`config.mk`:
```
export PLATFORM = sky130hd
export DESIGN_NAME = led_bcm_scheduler
export DESIGN_NICKNAME = d
export VERILOG_FILES = /design/src/rtl/led_bcm_scheduler_pkg.sv /design/src/rtl/led_bcm_scheduler_slot_counter.sv /design/src/rtl/led_bcm_scheduler.sv
export SDC_FILE = /design/constraint.sdc
export NUM_CORES = 1
export LEC_CHECK = 0
export CELL_PAD_IN_SITES_DETAIL_PLACEMENT = 0
export CELL_PAD_IN_SITES_GLOBAL_PLACEMENT = 1
export CORE_ASPECT_RATIO = 0.9
export CORE_UTILIZATION = 44
export DETAILED_ROUTE_END_ITERATION = 10
export HOLD_SLACK_MARGIN = 0.05
export PLACE_DENSITY = 0.86
export SLEW_MARGIN = 25
export SYNTH_ARGS = -nofsm -noshare
export SYNTH_HDL_FRONTEND = slang
export SYNTH_SLANG_ARGS = --single-unit
```
`constraint.sdc`:
```
create_clock -name clk -period 3.42 [get_ports clk]
set_input_delay 0.855 -clock clk [delete_from_list [all_inputs] [get_ports clk]]
set_output_delay 0.855 -clock clk [all_outputs]
set_load 0.01 [all_outputs]
```
`src/rtl/led_bcm_scheduler_pkg.sv`:
```
// Shared definitions for the HUB75 BCM scheduler: FSM encodings, panel
// geometry and the bit-plane weighting used to size on-time.
package led_bcm_scheduler_pkg;

  typedef enum logic [4:0] {
    S_IDLE    = 5'b00001,
    S_FILL    = 5'b00010,
    S_LATCH   = 5'b00100,
    S_DISPLAY = 5'b01000,
    S_BLANK   = 5'b10000
  } state_e;

  localparam int ADDR_BITS = 5;
  localparam int COLUMNS   = 64;

  // On-time of bit-plane p in clk cycles.
  function automatic int unsigned plane_weight(input int unsigned base_ticks,
                                               input int unsigned plane);
    return base_ticks << plane;
  endfunction

endpackage

```
`src/rtl/led_bcm_scheduler_slot_counter.sv`:
```
// {addr,plane} slot pointer: plane advances fastest, then row address,
// wrapping from the last slot back to (0,0).
module bcm_slot_counter #(
  parameter int PLANES    = 8,
  parameter int ADDR_BITS = 5,
  localparam int PW       = $clog2(PLANES)
) (
  input  logic                 clk,
  input  logic                 resetn,
  input  logic                 clear,
  input  logic                 advance,
  output logic [ADDR_BITS-1:0] addr,
  output logic [PW-1:0]        plane,
  output logic                 at_origin
);
  import led_bcm_scheduler_pkg::*;

  logic [ADDR_BITS-1:0] addr_r;
  logic [PW-1:0]        plane_r;
  logic [ADDR_BITS-1:0] next_addr_s;
  logic [PW-1:0]        next_plane_s;

  // Look-ahead to the slot after the current one; address wraps naturally.
  always_comb begin
    next_addr_s  = addr_r;
    next_plane_s = plane_r;
    if (plane_r == PW'(PLANES - 1)) begin
      next_plane_s = {PW{1'b0}};
      next_addr_s  = addr_r + ADDR_BITS'(1);
    end else begin
      next_plane_s = plane_r + PW'(1);
      next_addr_s  = addr_r;
    end
  end

  // Pointer register: cleared on a fresh start, stepped on each new request.
  always_ff @(posedge clk or negedge resetn) begin
    if (!resetn) begin
      addr_r  <= {ADDR_BITS{1'b0}};
      plane_r <= {PW{1'b0}};
    end else if (clear) begin
      addr_r  <= {ADDR_BITS{1'b0}};
      plane_r <= {PW{1'b0}};
    end else if (advance) begin
      addr_r  <= next_addr_s;
      plane_r <= next_plane_s;
    end else begin
      addr_r  <= addr_r;
      plane_r <= plane_r;
    end
  end

  assign addr      = addr_r;
  assign plane     = plane_r;
  assign at_origin = (addr_r == {ADDR_BITS{1'b0}}) && (plane_r == {PW{1'b0}});

endmodule

```
`src/rtl/led_bcm_scheduler.sv`:
```
// HUB75 binary-coded-modulation scheduler: overlaps the column shift of the
// next slot with the on-time of the current one and drives blank/latch/addr.
module led_bcm_scheduler #(
  parameter int PLANES     = 8,
  parameter int ADDR_BITS  = led_bcm_scheduler_pkg::ADDR_BITS,
  parameter int BASE_TICKS = 16
) (
  input  logic                       clk,
  input  logic                       resetn,
  input  logic                       enable,
  output logic                       shift_req,
  output logic [ADDR_BITS-1:0]       shift_addr,
  output logic [$clog2(PLANES)-1:0]  shift_plane,
  input  logic                       shift_done,
  output logic                       led_blank,
  output logic                       led_latch,
  output logic [ADDR_BITS-1:0]       led_addr,
  output logic                       frame_start,
  output logic                       busy
);
  import led_bcm_scheduler_pkg::*;

  localparam int PW = $clog2(PLANES);
  localparam int TW = $clog2(BASE_TICKS) + PLANES;

  state_e               state_r, state_nxt;
  logic [TW-1:0]        timer_r;
  logic                 pending_r, done_flag_r;
  logic                 shift_req_r, led_blank_r, led_latch_r, frame_start_r, busy_r;
  logic [ADDR_BITS-1:0] led_addr_r;
  logic                 start_req_s, next_req_s, at_origin_s;
  logic [ADDR_BITS-1:0] slot_addr_s;
  logic [PW-1:0]        slot_plane_s;

  // The pointer always names the most recently requested slot, which is
  // also the slot the next LATCH presents.
  assign start_req_s = (state_r == S_IDLE) && enable;
  assign next_req_s  = (state_r == S_LATCH) && enable;

  bcm_slot_counter #(
    .PLANES    (PLANES),
    .ADDR_BITS (ADDR_BITS)
  ) u_slot (
    .clk       (clk),
    .resetn    (resetn),
    .clear     (start_req_s),
    .advance   (next_req_s),
    .addr      (slot_addr_s),
    .plane     (slot_plane_s),
    .at_origin (at_origin_s)
  );

  // Next-state decode.
  always_comb begin
    state_nxt = state_r;
    case (state_r)
      S_IDLE:    if (enable) state_nxt = S_FILL; else state_nxt = S_IDLE;
      S_FILL:    if (shift_done) state_nxt = S_LATCH; else state_nxt = S_FILL;
      S_LATCH:   state_nxt = S_DISPLAY;
      S_DISPLAY: if (timer_r == {TW{1'b0}}) state_nxt = S_BLANK; else state_nxt = S_DISPLAY;
      S_BLANK: begin
        if (!pending_r)                     state_nxt = S_IDLE;
        else if (done_flag_r || shift_done) state_nxt = S_LATCH;
        else                                state_nxt = S_BLANK;
      end
      default:   state_nxt = S_IDLE;
    endcase
  end

  // State register.
  always_ff @(posedge clk or negedge resetn) begin
    if (!resetn) state_r <= S_IDLE;
    else         state_r <= state_nxt;
  end

  // Pin-facing outputs are registered from the next state so they align with it.
  always_ff @(posedge clk or negedge resetn) begin
    if (!resetn) begin
      led_blank_r   <= 1'b1;
      led_latch_r   <= 1'b0;
      led_addr_r    <= {ADDR_BITS{1'b0}};
      frame_start_r <= 1'b0;
      busy_r        <= 1'b0;
      shift_req_r   <= 1'b0;
    end else begin
      led_blank_r   <= (state_nxt != S_DISPLAY);
      led_latch_r   <= (state_nxt == S_LATCH);
      frame_start_r <= (state_nxt == S_LATCH) && at_origin_s;
      busy_r        <= (state_nxt != S_IDLE);
      shift_req_r   <= start_req_s || next_req_s;
      if (state_nxt == S_LATCH) led_addr_r <= slot_addr_s;
      else                      led_addr_r <= led_addr_r;
    end
  end

  // Timer is loaded during LATCH and counts the DISPLAY cycles down to zero.
  always_ff @(posedge clk or negedge resetn) begin
    if (!resetn) begin
      timer_r <= {TW{1'b0}};
    end else if (state_r == S_LATCH) begin
      timer_r <= TW'(plane_weight(BASE_TICKS, 32'(slot_plane_s)) - 32'd1);
    end else if ((state_r == S_DISPLAY) && (timer_r != {TW{1'b0}})) begin
      timer_r <= timer_r - TW'(1);
    end else begin
      timer_r <= timer_r;
    end
  end

  // An early shift_done is remembered so BLANK only lasts the minimum dead time.
  always_ff @(posedge clk or negedge resetn) begin
    if (!resetn) begin
      pending_r   <= 1'b0;
      done_flag_r <= 1'b0;
    end else begin
      if (state_r == S_LATCH)        pending_r <= enable;
      else if (state_nxt == S_IDLE)  pending_r <= 1'b0;
      else                           pending_r <= pending_r;

      if (state_nxt == S_LATCH)
        done_flag_r <= 1'b0;
      else if (shift_done && pending_r && ((state_r == S_DISPLAY) || (state_r == S_BLANK)))
        done_flag_r <= 1'b1;
      else
        done_flag_r <= done_flag_r;
    end
  end

  assign shift_req   = shift_req_r;
  assign shift_addr  = slot_addr_s;
  assign shift_plane = slot_plane_s;
  assign led_blank   = led_blank_r;
  assign led_latch   = led_latch_r;
  assign led_addr    = led_addr_r;
  assign frame_start = frame_start_r;
  assign busy        = busy_r;

endmodule

```
==> flow_summary.yaml <==
worst_setup_path:
  start_kind: "flip-flop"
  crit_path_max_fanout: 10
  critical_path_class: "flip-flop to flip-flop"
  r2r-start: "state_r[4]$_DFF_PN0_"
  cp-end-kind: "flip-flop"
  worst_ep_required_time_ns: 3.60
  crit_arrival_ns: 2.81
  worstSetupStartpoint: "state_r[4]$_DFF_PN0_"
pwr:
  pwr-share-clk_pct: 22.4
  powerDensity_nw_per_um2: 565
  design_power_total_mw: 1.41
  p_leak_nw: 1.02
  switching_share_pct: 36.1
  combPwrFrac_pct: 32.5
  switching_power_mw: 0.510
  p_seq_share_pct: 45.2
  p_int_mw: 0.901
  ir_worst_vdd_mv: 0.269
layout:
  post-route-util_pct: 54.6
  nFillCells: 387
  drive_above_1_share_pct: 11.3
  nets: 251
  multi_input_area_um2: 1140
  regArea_um2: 928
  diodes: 0
  syn2layout_area_growth_pct: 16.3
  stdcell_count: 301
placed_design:
  dpl.hpwl_um: 3370
  pre_cts_slack_ns: 0.840
  io_buffer_count: 21
  dp_cells: 293
  place.gp.congestion: 0.908
min_path:
  worstHoldPathType: "flip-flop to flip-flop"
  hold_path.startpoint: "led_addr[1]$_DFFE_PN0N_"
clock_network:
  cts.sinks: 37
  cts_resized: 0
  clk_pin_slew_ns: 0.07
  htree_levels: 2
  cts_tree: "yes"
  hold_buffers: 0
  cts_root_buf: "clkbuf_8"
  clockBufferDepth: 2
  cts_made_buffers: 5
  post_cts_buffers: 0
  clock_latency_ns: 0.28
sta:
  period_share_pct: 76.8
  slew_viol_final: 0
  clock_skew_ns: 0.00339
  rsz0062_at_grt: "no"
  final.setup.worst_slack_ns: 0.793
  max_slew_margin_pct: 45.7
  period_needed_ns: 2.63
  fin_tns_setup_ns: 0
  max_freq_mhz: 381
  worstMarginPinSlew_ns: 0.814
  setup-violations-final: 0
  hold_violations: 0
synthesis:
  synth_nets: 230
  synth.avg_cell_area_um2: 9.89
  synth_most_common_cell: "dfrtp_1"
  synth.area.top_cells: "dfrtp_1, ha_1, o21ai_0"
  synthTopCellsByCount: "dfrtp_1, nand2_1, nor2_1, o21ai_0, inv_1"
  ys_ff_latch: 37
  yosysTopAreaCell: "dfrtp_1"
  synth_edf_count: 0
  synth_async_sr_flop_share_pct: 100
  yosysSeqAreaShare_pct: 43.2
  synth_ff_type: "dfrtp_1"
  yosysWarnings: 0
  synth.cell_area_um2: 2150
  synth_top_area_share_pct: 40.8
  synth_cells: 217
  synth_cell_types: 58
die:
  fp.dieW_um: 75.6
  dieHeight_um: 68.3
  pin_count: 22
  rows: 23
  start_util_pct: 46.9
  dieArea_um2: 5160
  core_um2: 4580
run_status:
  status: "complete, no violations"
grt:
  grt_max_degree: 38
  antenna_found_initial: 0
  grtUsageTotal_pct: 21.2
  grt_pass1_wl_um: 8050
  grt_pass1_vias: 1597
  grt_overflow: 0
detailed_routing:
  wl_met1_um: 2430
  ant_nets: 0
  dr.max_layer_used: "met4"
  drt_wl_total_um: 4700
  drc_errors: 0
  drtPass1Iterations: 4
  drt-wirelength-per-cell_um: 15.6
  wl_met2_um: 1940
  num_vias: 1739
  via_per_inst: 5.78
  dr_wl_met3_um: 284
  first_iter_violations: 260
run:
  cap_violations: 0
[placed cells by master, fill, tap and decap left out, drive strengths merged, types with 5 or more instances in the layout]
| cell | n |
|---|---|
| ha | 9 |
| nand2 | 16 |
| inv | 10 |
| mux2 | 5 |
| mux2i | 5 |
| dfrtp | 35 |
| a21oi | 8 |
| nand3 | 9 |
| o21ai | 13 |
| clkdlybuf4s50 | 20 |
| nor2 | 14 |
| clkbuf | 8 |
| o211ai | 6 |
| or3 | 5 |
[power groups by stage]
stage / registers [mW] / clock network [mW] / logic, mW
finish: 0.637 / 0.316 / 0.458
global route: 0.654 / 0.342 / 0.508
CTS: 0.634 / 0.321 / 0.454
detailed placement: 0.643 / 0 / 0.451
global placement: 0.642 / 0 / 0.447
floorplan: 0.614 / 0 / 0.338
[layout make-up]
type / count / area share [%]
Multi-Input combinational cell: 161 / 45.8
Sequential cell: 37 / 37.2
Timing Repair Buffer: 23 / 8.82
Clock buffer: 8 / 3.61
Tap cell: 62 / 3.11
Inverter: 10 / 1.50
[kinds of logic (layout without fill, tap and decap cells)]
kind of cell	after synthesis	after routing	synth area share (%)
AO/OA/AOI/OAI	55	55	17.7
XOR/XNOR	6	6	2.45
buffers and inverters	19	41	3.56
adder cells (fa/ha/maj)	9	9	5.24
flip-flops	37	37	43.2
AND/OR/NAND/NOR	81	81	22.9
multiplexers	10	10	4.95
[stage by stage]
step           hold slack [ns]  instance area (um2)
3_5_place_dp             0.494                 2410
4_1_cts                  0.511                 2500
6_report                 0.507                 2500
5_1_grt                  0.527                 2500
2_1_floorplan            0.470                 2150
3_3_place_gp             0.490                 2410
[routing by layer]
layer	global-route usage [%]	vias to the layer above
li1	-	852
met1	32.3	829
met2	29.4	52
met3	5.45	6
met4	5.56	0
met5	0	-
[flip-flops by register name, summed over array words and instances (netlist names)]
name / count
busy: 1
done_flag_r: 1
frame_start: 1
led_addr: 5
led_blank: 1
led_latch: 1
pending_r: 1
shift_req: 1
state_r: 5
timer_r: 12
u_slot.addr: 5
u_slot.plane: 3
[worst max-delay path: stages, from the launching register on]
cell     delay (ns)
dfrtp_1        0.51
nor3_4         0.32
nand2_1        0.16
nand2_1        0.12
ha_1           0.19
or4b_2         0.63
o41ai_1        0.26
o21ai_0        0.15
o21a_1         0.19
[final timing paths]
path | to | slack [ns] | depth (start not counted)
max | timer_r[6]$_DFFE_PN0P_ | 0.79 | 8
min | led_addr[1]$_DFFE_PN0N_ | 0.51 | 1
max reg2reg | timer_r[6]$_DFFE_PN0P_ | 0.79 | 8
min reg2reg | led_addr[1]$_DFFE_PN0N_ | 0.51 | 1
max in group asynchronous | timer_r[8]$_DFFE_PN0P_ | 2.25 | 1
min in group asynchronous | led_latch$_DFF_PN0_ | 0.66 | 1
Note: power is estimated with default switching activity, not from simulation.
